[src/rtl/ram_arb_pkg.sv]
// Shared types and constants for the two-port RAM arbiter.
package ram_arb_pkg;

  typedef enum logic [1:0] {
    IDLE    = 2'd0,
    ACCESS  = 2'd1,
    CAPTURE = 2'd2,
    RESP    = 2'd3
  } state_t;

  localparam int   RAM_AW       = 8;
  localparam int   RAM_DW       = 32;
  localparam logic RAM_RW_WRITE = 1'b1;
  localparam logic RAM_RW_READ  = 1'b0;

endpackage

[src/rtl/ram_arb_pick.sv]
// Combinational two-way grant. Macro RAM_ARB_ROUND_ROBIN_EN selects round-robin,
// otherwise port 0 has fixed priority. prio names the port favoured on a tie.
module ram_arb_pick (
  input  logic req0,
  input  logic req1,
  input  logic prio,
  output logic win
);

`ifdef RAM_ARB_ROUND_ROBIN_EN
  always_comb begin
    win = 1'b0;
    if (req0 && req1) begin
      win = prio;
    end else if (req1) begin
      win = 1'b1;
    end
  end
`else
  logic unused_prio;
  assign unused_prio = prio;

  always_comb begin
    win = 1'b0;
    if (req1 && !req0) begin
      win = 1'b1;
    end
  end
`endif

endmodule

[src/rtl/ram_port_arbiter.sv]
// Two-port request/ack arbiter and sequencer for the 256x32 single-port RAM.
// Macro RAM_ARB_ROUND_ROBIN_EN enables the round-robin tie-break pointer.
import ram_arb_pkg::*;

module ram_port_arbiter #(
  parameter int AW = RAM_AW,
  parameter int DW = RAM_DW
) (
  input  logic          clk,
  input  logic          rst,
  input  logic          req0,
  input  logic          req1,
  input  logic          we0,
  input  logic          we1,
  input  logic [AW-1:0] addr0,
  input  logic [AW-1:0] addr1,
  input  logic [DW-1:0] wdata0,
  input  logic [DW-1:0] wdata1,
  output logic          ack0,
  output logic          ack1,
  output logic [DW-1:0] rdata,
  output logic          busy,
  output logic [DW-1:0] ram_din,
  output logic [AW-1:0] ram_addr,
  output logic          ram_rw,
  input  logic [DW-1:0] ram_dout
);

  state_t        state_q;
  state_t        state_d;
  logic          win;
  logic          win_q;
  logic          we_q;
  logic [AW-1:0] addr_q;
  logic [DW-1:0] wdata_q;
  logic [DW-1:0] rdata_q;
  logic          prio;
  logic          grant;

  assign grant = (state_q == IDLE) && (req0 || req1);

  ram_arb_pick u_pick (
    .req0 (req0),
    .req1 (req1),
    .prio (prio),
    .win  (win)
  );

`ifdef RAM_ARB_ROUND_ROBIN_EN
  logic prio_q;

  // After each grant the other port becomes the favoured one on the next tie.
  always_ff @(posedge clk) begin
    if (rst) begin
      prio_q <= 1'b0;
    end else if (grant) begin
      prio_q <= ~win;
    end
  end

  assign prio = prio_q;
`else
  assign prio = 1'b0;
`endif

  always_ff @(posedge clk) begin
    if (rst) begin
      state_q <= IDLE;
    end else begin
      state_q <= state_d;
    end
  end

  always_comb begin
    state_d = state_q;
    unique case (state_q)
      IDLE:    if (req0 || req1) state_d = ACCESS;
      ACCESS:  state_d = CAPTURE;
      CAPTURE: state_d = RESP;
      RESP:    state_d = IDLE;
      default: state_d = IDLE;
    endcase
  end

  // Grant stage: operands of the winner are frozen for the whole access.
  always_ff @(posedge clk) begin
    if (rst) begin
      win_q   <= 1'b0;
      we_q    <= 1'b0;
      addr_q  <= '0;
      wdata_q <= '0;
    end else if (grant) begin
      win_q   <= win;
      we_q    <= win ? we1    : we0;
      addr_q  <= win ? addr1  : addr0;
      wdata_q <= win ? wdata1 : wdata0;
    end
  end

  // Capture stage: RAM output is valid here because the RAM sampled at the end of ACCESS.
  always_ff @(posedge clk) begin
    if (rst) begin
      rdata_q <= '0;
    end else if (state_q == CAPTURE && !we_q) begin
      rdata_q <= ram_dout;
    end
  end

  // Reset gates ram_rw directly so a write in flight is never committed.
  always_comb begin
    ack0   = 1'b0;
    ack1   = 1'b0;
    busy   = (state_q != IDLE);
    ram_rw = RAM_RW_READ;
    if (state_q == RESP) begin
      ack0 = ~win_q;
      ack1 = win_q;
    end
    if (state_q == ACCESS && we_q && !rst) begin
      ram_rw = RAM_RW_WRITE;
    end
  end

  assign ram_addr = addr_q;
  assign ram_din  = wdata_q;
  assign rdata    = rdata_q;

endmodule

[config.mk]
export PLATFORM = sky130hd
export DESIGN_NAME = ram_port_arbiter
export DESIGN_NICKNAME = d
export VERILOG_FILES = /design/src/rtl/ram_arb_pkg.sv /design/src/rtl/ram_arb_pick.sv /design/src/rtl/ram_port_arbiter.sv
export SDC_FILE = /design/constraint.sdc
export NUM_CORES = 1
export LEC_CHECK = 0
export CAP_MARGIN = 10
export CORE_ASPECT_RATIO = 1.4
export CORE_MARGIN = 2
export CORE_UTILIZATION = 30
export CTS_CLUSTER_DIAMETER = 200
export DETAILED_ROUTE_END_ITERATION = 12
export PLACE_DENSITY = 0.67
export SLEW_MARGIN = 5
export SYNTH_ARGS = -nofsm -noshare
export SYNTH_HDL_FRONTEND = slang
export SYNTH_SLANG_ARGS = --single-unit
[constraint.sdc]
create_clock -name clk -period 5.1 [get_ports clk]
set_input_delay 1.53 -clock clk [delete_from_list [all_inputs] [get_ports clk]]
set_output_delay 1.53 -clock clk [all_outputs]
set_load 0.02 [all_outputs]
* After elaboration in Yosys (flattened, before gate mapping)
Cells that the tools add are included.
** Cells by class
- Equal/unequal tests :: 4
- Muxes and demuxes :: 9
- Bitwise operators :: 1
- Reduce and logical (&&, ||, !) cells :: 11
** Operators by type and width (number)
- $mux W32 :: 1
- $mux W8 :: 1
- $pmux W2 S4 :: 1
- $logic_and A1 B1 Y1 :: 5
- $mux W1 :: 5
- $eq A2 B2 Y1 const B :: 2
- $logic_not A1 Y1 :: 3
- $eq A2 B1 Y1 const B :: 1
- $logic_not A2 Y1 :: 1
- $mux W2 :: 1
- $ne A2 B1 Y1 const B :: 1
- $reduce_bool A2 Y1 :: 1
- $logic_or A1 B1 Y1 :: 1
- $not A1 Y1 :: 1
** Storage, ports and cells
- Register bits after elaboration :: 76
- Bits of input ports :: 118
- Output and inout port bits :: 76
- Logic and storage cells :: 31

* Logic depth before layout (Yosys ltp)
Gate-level depths: netlist (run 1).
- Depth after elaboration :: 4
- Gate-level depth with buffers :: 7
- Gate-level depth less buffers :: 5

* Cells and area by module
A second synthesis (run 1) with hierarchy kept.
** Unflattened totals
- Cell total of the unflattened synthesis :: 305
- Area total of the unflattened synthesis :: 3280.6 um^2
** Modules (own cells, without submodules)
- ram_port_arbiter :: times used 1, cells an instance 304, area each 3266.9 um^2, seq. area each 1521.5 um^2
- ram_arb_pick :: times used 1, cells an instance 1, area each 13.8 um^2, seq. area each 0.0 um^2

* Least setup slack after synthesis (run 1)
No wires, ideal clock.
- Path type :: in2out
- From :: input port rst
- To :: output port ram_rw
- Arrival :: 2.329 ns
- Required time :: 3.570 ns
- Path slack :: 1.241 ns
- Cell stages on the path :: 4
- Path buffers :: 3
- Path through :: clkbuf_1 -> buf_2 -> buf_1 -> nor2_1
** On the way
- Word-level cells in the longest chain between the ends :: 3
** RTL lines
- start: declaration :: RTL line ram_port_arbiter.sv:10 : input logic rst,
- $logic_not A1 Y1 :: RTL line ram_port_arbiter.sv:119 : if (state_q == ACCESS && we_q && !rst) begin
- $logic_and A1 B1 Y1 :: RTL line ram_port_arbiter.sv:119
- $mux W1 :: RTL line ram_port_arbiter.sv:119
- end: declaration :: RTL line ram_port_arbiter.sv:25 : output logic ram_rw,
Every way passes these cells.

* Final worst setup path (run 1)
Ends and elaborated chain as after synthesis.

==> impl_metrics.toml, run 1 <==
[routing]
via_count = 3292
dr.pass1.iters = 4
drt-initial-drc-count = 105
drc = 0
drtAntennaViolNets = 0
routed_via_density = 4.63
drt-wirelength-per-cell_um = 13.7
routed_wl_mm = 9.77

[clocking]
cts_resized = 0
ctsHoldBuffers = 0
cts.sinks = 76
cts-root-buf = "clkbuf_16"
clk_latency_ns = 0.34
cts_tree = "done"
cts_buffers = 9
path_clk_slew_ns = 0.06
cts_setup_buffers = 0
clock_path_buffers = 2
htree_levels = 3

[placement]
dp_hpwl_mm = 6.92
dpl_cell_area_sq_um = 5110
io_buffers = 193
routabilityCongestion = 0.762
pre_cts_slack_ns = 1.09

[critical_path]
reg2regPathDepth = 6
regToRegSetupSlack_ns = 3.11
cp_max_fo = 2
arrival_ns = 2.46
cp.required_ns = 3.57
endpoint_kind = "output pin"
r2r_end = "ram_din[12]"
cp-start-kind = "input pin"
worst-setup-path-type = "in2out"
rr_startpoint = "state_q[0]"

[floorplan]
fp.coreArea_sq_um = 10300
fp.dieH_um = 126
die_area_sq_um = 11500
row_count = 44
dieWidth_um = 91.1
initial_core_util_pct = 30.8
num_io_pins = 194

[timing]
fin_crit_sh_pct = 78.2
fmax_ghz = 0.251
clock_skew_ns = 0.00528
fin_crit_ns = 3.99
rsz0062_at_grt = "false"
maxSlewViolCount = 0
setup_viol = 0
finalHoldViolations = 0
timing.final.ws_setup_ns = 1.11
slew-limit-headroom_pct = 22.5
worst_pin_slew_ns = 1.16
fin_tns_setup_ns = 0

[grt]
grt_overflow = 0
grt_pass1_vias = 3245
grt_max_degree = 77
grt_use_total_pct = 17.3
grt_pass1_wl_mm = 15.8
antenna_found_initial = 0

[synthesis]
yosysSeqAreaShare_pct = 47.7
ys_warn_count = 0
ys_ff_latch = 76
ys_top_cells_by_count = "147 x nand2_1, 76 x dfxtp_1, 43 x nor2_1"
yosys.area.top_type = "dfxtp_1"
synth_cell_types = 22
yosys_most_used_dff = "dfxtp_1"
synth_top_area_share_pct = 47.7
avgSynthCellArea_sq_um = 8.07
synth_cells = 395
synth.most_common_cell = "nand2_1"
synth_area_sq_um = 3190
synthArstFlopShare_pct = 0
synth_edf_count = 0
syn-num-nets = 517
synth.top_cells.by_area = "dfxtp_1 48%, nand2_1 17%, a311oi_1 8.8%"

[pwr]
clock_power_share_pct = 25.8
combPwrFrac_pct = 42.3
ir_worst_vdd_mv = 0.198
powerDensity_nw_per_um2 = 489
seqPwrFrac_pct = 31.9
switchingPower_w = 0.000947
leakage_nw = 2.00
switching_share_pct = 35.6
p_total_w = 0.00266
internal_power_w = 0.00171

[cells_and_area]
finalInstanceArea_sq_um = 5440
antennaDiodeCount = 0
drive_above_1_share_pct = 5.76
syn_to_final_growth_pct = 70.7
nets = 690

[min_path]
whs_path_depth = 2
hold_end = "rdata[4]"
min_from = "rdata[4]"
holdCritPathClass = "reg2reg"

[flow_run]
drv_cap = 0

[status]
status = "complete, no violations"
[per-layer routing]
layer	GRT usage (%)	wire length, um	vias up
met5	0	0	-
met2	30.3	4910	133
met4	10.1	315	0
li1	-	-	1678
met3	3.95	621	20
met1	19.0	3920	1461
[registers in the layout, indices dropped and copies added (netlist names)]
| signal | cells |
|---|---|
| ram_din | 32 |
| ram_addr | 8 |
| we_q | 1 |
| win_q | 1 |
| rdata | 32 |
| state_q | 2 |
[logic make-up after synthesis]
logic type / count (synthesis) / share of synthesized area, %
buffers and inverters: 38 / 7.42
AOI/OAI and AO/OA: 79 / 19.3
and+or+nand+nor: 198 / 23.9
adders and majority gates: 4 / 1.57
DFF: 76 / 47.7
[area by class of cell]
class                           count  area (sq um)
Clock buffer                        9           225
Clock inverter                      7          97.6
Fill cell                        1000          4910
Inverter                            3          11.3
Multi-Input combinational cell    281          1440
Sequential cell                    76          1520
Tap cell                          138           173
Timing Repair Buffer              197          1970
[worst max-delay path, stage by stage]
cell             delay, ns
buf_2                 0.11
nor2_1                0.17
clkdlybuf4s50_1       0.65
[metrics by stage]
| step | cells | utilization, % | hold slack, ns |
|---|---|---|---|
| 6_report | 711 | 52.6 | 0.453 |
| 5_1_grt | 711 | 52.6 | 0.474 |
| 4_1_cts | 710 | 52.5 | 0.456 |
| 3_5_place_dp | 694 | 49.3 | 0.447 |
| 3_3_place_gp | 694 | 49.3 | 0.442 |
| 2_1_floorplan | 395 | - | 0.495 |
[cells in the final DEF, fill, tap and decap left out]
cell type        synthesis  layout
clkdlybuf4s50_1          0     192
inv_6                    0       2
a311oi_1                32      32
buf_6                    8       1
buf_2                    8       1
nand2_1                147     147
dfxtp_1                 76      76
clkinvlp_4               0       2
inv_1                    3       3
a311oi_2                 9       9
and2_1                   1       1
nor3_1                   1       1
buf_4                    6       2
or4_1                    1       1
buf_12                   0       1
clkbuf_16                0       9
nor2b_1                  3       1
nor2b_2                  0       1
o21a_2                   0       1
a211oi_1                 2       2
nor2b_4                  0       1
nor2_1                  43      43
a21oi_1                 34      34
ha_1                     4       4
clkinv_2                 0       1
o31ai_1                  1       1
nand2b_1                 2       2
bufinv_16                0       2
[power groups by stage]
stage	Combinational, W	Clock [W]	Sequential, W
after detailed placement	0.00113	0	0.000860
final	0.00113	0.000687	0.000848
after floorplan	0.000464	0	0.00104
after global placement	0.00111	0	0.000852
after CTS	0.00114	0.000708	0.000850
after global routing	0.00122	0.000732	0.000871
[worst max-delay path by stage]
stage          startpoint  endpoint  cells past startpoint
2_1_floorplan         rst    ram_rw                      4
3_3_place_gp          rst    ram_rw                      3
3_5_place_dp          rst    ram_rw                      3
4_1_cts               rst    ram_rw                      3
5_1_grt               rst    ram_rw                      3
6_report              rst    ram_rw                      3
(Power assumes the default switching activity.)
==> run 2, diff against run 1 <==
--- a/config.mk
+++ b/config.mk
@@ -11,7 +11,7 @@
 export CORE_UTILIZATION = 30
 export CTS_CLUSTER_DIAMETER = 200
 export DETAILED_ROUTE_END_ITERATION = 12
-export PLACE_DENSITY = 0.67
+export PLACE_DENSITY = 0.7
 export SLEW_MARGIN = 5
 export SYNTH_ARGS = -nofsm -noshare
 export SYNTH_HDL_FRONTEND = slang
==> constraint.sdc (replaced) <==
create_clock -name clk -period 3.34 [get_ports clk]
set_input_delay 1.002 -clock clk [delete_from_list [all_inputs] [get_ports clk]]
set_output_delay 1.002 -clock clk [all_outputs]
set_load 0.02 [all_outputs]
==> impl_metrics.toml, run 2 (synthesis gave the netlist of run 1 again) <==
[grt]
grt_use_total_pct = 16.9
grt_overflow = 0
grt_max_degree = 81
antenna_found_initial = 0
grt_pass1_wl_mm = 15.8
grt_pass1_vias = 3185

[critical_path]
rr_startpoint = "state_q[0]"
cp-start-kind = "input pin"
regToRegSetupSlack_ns = 1.41
reg2regPathDepth = 5
cp.required_ns = 2.34
r2r_end = "rdata[17]"
worst-setup-path-type = "in2out"
endpoint_kind = "output pin"
cp_max_fo = 2
arrival_ns = 1.85

[timing]
fmax_ghz = 0.350
setup_viol = 0
fin_tns_setup_ns = 0
fin_crit_sh_pct = 85.4
slew-limit-headroom_pct = 21.6
maxSlewViolCount = 0
finalHoldViolations = 0
clock_skew_ns = 0.00662
worst_pin_slew_ns = 1.18
rsz0062_at_grt = "false"
fin_crit_ns = 2.85

[routing]
routed_wl_mm = 9.79
highest_layer = "met4"
drc = 0
wl_met3_um = 656
wl_met2_mm = 4.94
drt-wirelength-per-cell_um = 13.7
wl_met1_mm = 3.94
via_count = 3312
drtAntennaViolNets = 0
drt-initial-drc-count = 71
dr.pass1.iters = 4
routed_via_density = 4.64

[cells_and_area]
mostFrequentLayoutCell = "clkdlybuf4s50_1"
antennaDiodeCount = 0
syn_to_final_growth_pct = 70.7
final_cell_mix = "192 x clkdlybuf4s50_1, 147 x nand2_1, 76 x dfxtp_1, 43 x nor2_1, 34 x a21oi_1"
nets = 693
stdcell_count = 714
drive_above_1_share_pct = 6.08
filler_cell_count = 1006

[placement]
routabilityCongestion = 0.780
dp_hpwl_mm = 7.16
dp.cells = 698
io_buffers = 193

[floorplan]
fp.coreArea_sq_um = 10300
num_io_pins = 194
row_count = 44
fp.dieH_um = 126
die_area_sq_um = 11500
initial_core_util_pct = 30.8
dieWidth_um = 91.1

[clocking]
path_clk_slew_ns = 0.05
cts_setup_buffers = 0
cts_buffers = 9
cts_resized = 0
ctsHoldBuffers = 0
clock_path_buffers = 2
cts_tree = "done"
cts.sinks = 76
htree_levels = 3
clk_latency_ns = 0.33
cts-root-buf = "clkbuf_16"

[min_path]
holdCritPathClass = "reg2reg"
hold_end = "rdata[20]"
whs_path_depth = 2
min_from = "rdata[20]"

[pwr]
powerDensity_nw_per_um2 = 733
seqPwrFrac_pct = 32.5
combPwrFrac_pct = 43.0
internal_power_w = 0.00257
clock_power_share_pct = 24.5
switchingPower_w = 0.00142
switching_share_pct = 35.5
ir_worst_vdd_mv = 0.344
leakage_nw = 2.01

[flow_run]
drv_cap = 0

[status]
status = "complete, no violations"
run 2: metal layers:
metal / up-vias / GRT usage [%]
li1: 1673 / -
met1: 1489 / 18.9
met2: 133 / 30.2
met3: 17 / 4.07
met4: 0 / 7.58
met5: - / 0
run 2: worst max-delay path by stage:
| stage | from | to | slack (ns) | cells past startpoint |
|---|---|---|---|---|
| floorplan | rst | ram_rw | 0.54 | 4 |
| global placement | rst | ram_rw | 0.47 | 3 |
| detailed placement | rst | ram_rw | 0.48 | 3 |
| CTS | rst | ram_rw | 0.48 | 3 |
| global route | state_q[0] | busy | 0.44 | 4 |
| finish | rst | ram_rw | 0.49 | 3 |
run 2: worst max-delay path, stage by stage:
cell and delay, ns:
buf_2 0.12, nor2_1 0.10, clkdlybuf4s50_1 0.63
run 2: cell type report:
type	instances	area, sq um	area share [%]
Tap cell	138	173	3.17
Timing Repair Buffer	200	1990	36.6
Clock inverter	4	47.5	0.874
Sequential cell	76	1520	28.0
Inverter	3	11.3	0.207
Clock buffer	12	256	4.71
Multi-Input combinational cell	281	1440	26.5
run 2: power groups by stage:
stage          Sequential [W]  Clock (W)  Combinational, W
2_1_floorplan         0.00159          0          0.000709
3_3_place_gp          0.00130          0           0.00170
3_5_place_dp          0.00131          0           0.00174
4_1_cts               0.00130    0.00100           0.00174
5_1_grt               0.00133    0.00104           0.00186
6_report              0.00130   0.000977           0.00172
run 2: metrics by stage:
step | area (sq um) | power [W] | hold slack, ns | utilization, % | worst slack, ns
floorplan | 3190 | 0.00230 | 0.495 | - | 0.537
global placement | 5140 | 0.00301 | 0.441 | 49.6 | 0.466
detailed placement | 5140 | 0.00305 | 0.448 | 49.6 | 0.478
CTS | 5440 | 0.00404 | 0.454 | 52.6 | 0.477
global route | 5440 | 0.00423 | 0.473 | 52.6 | 0.436
finish | 5440 | 0.00399 | 0.452 | 52.6 | 0.486
==> run 3, diff against run 2 <==
--- a/config.mk
+++ b/config.mk
@@ -12,7 +12,6 @@
 export CTS_CLUSTER_DIAMETER = 200
 export DETAILED_ROUTE_END_ITERATION = 12
 export PLACE_DENSITY = 0.7
-export SLEW_MARGIN = 5
 export SYNTH_ARGS = -nofsm -noshare
 export SYNTH_HDL_FRONTEND = slang
 export SYNTH_SLANG_ARGS = --single-unit
==> results of run 3 <==
Same layout as run 2: the final DEF is identical, and so are final timing and power.
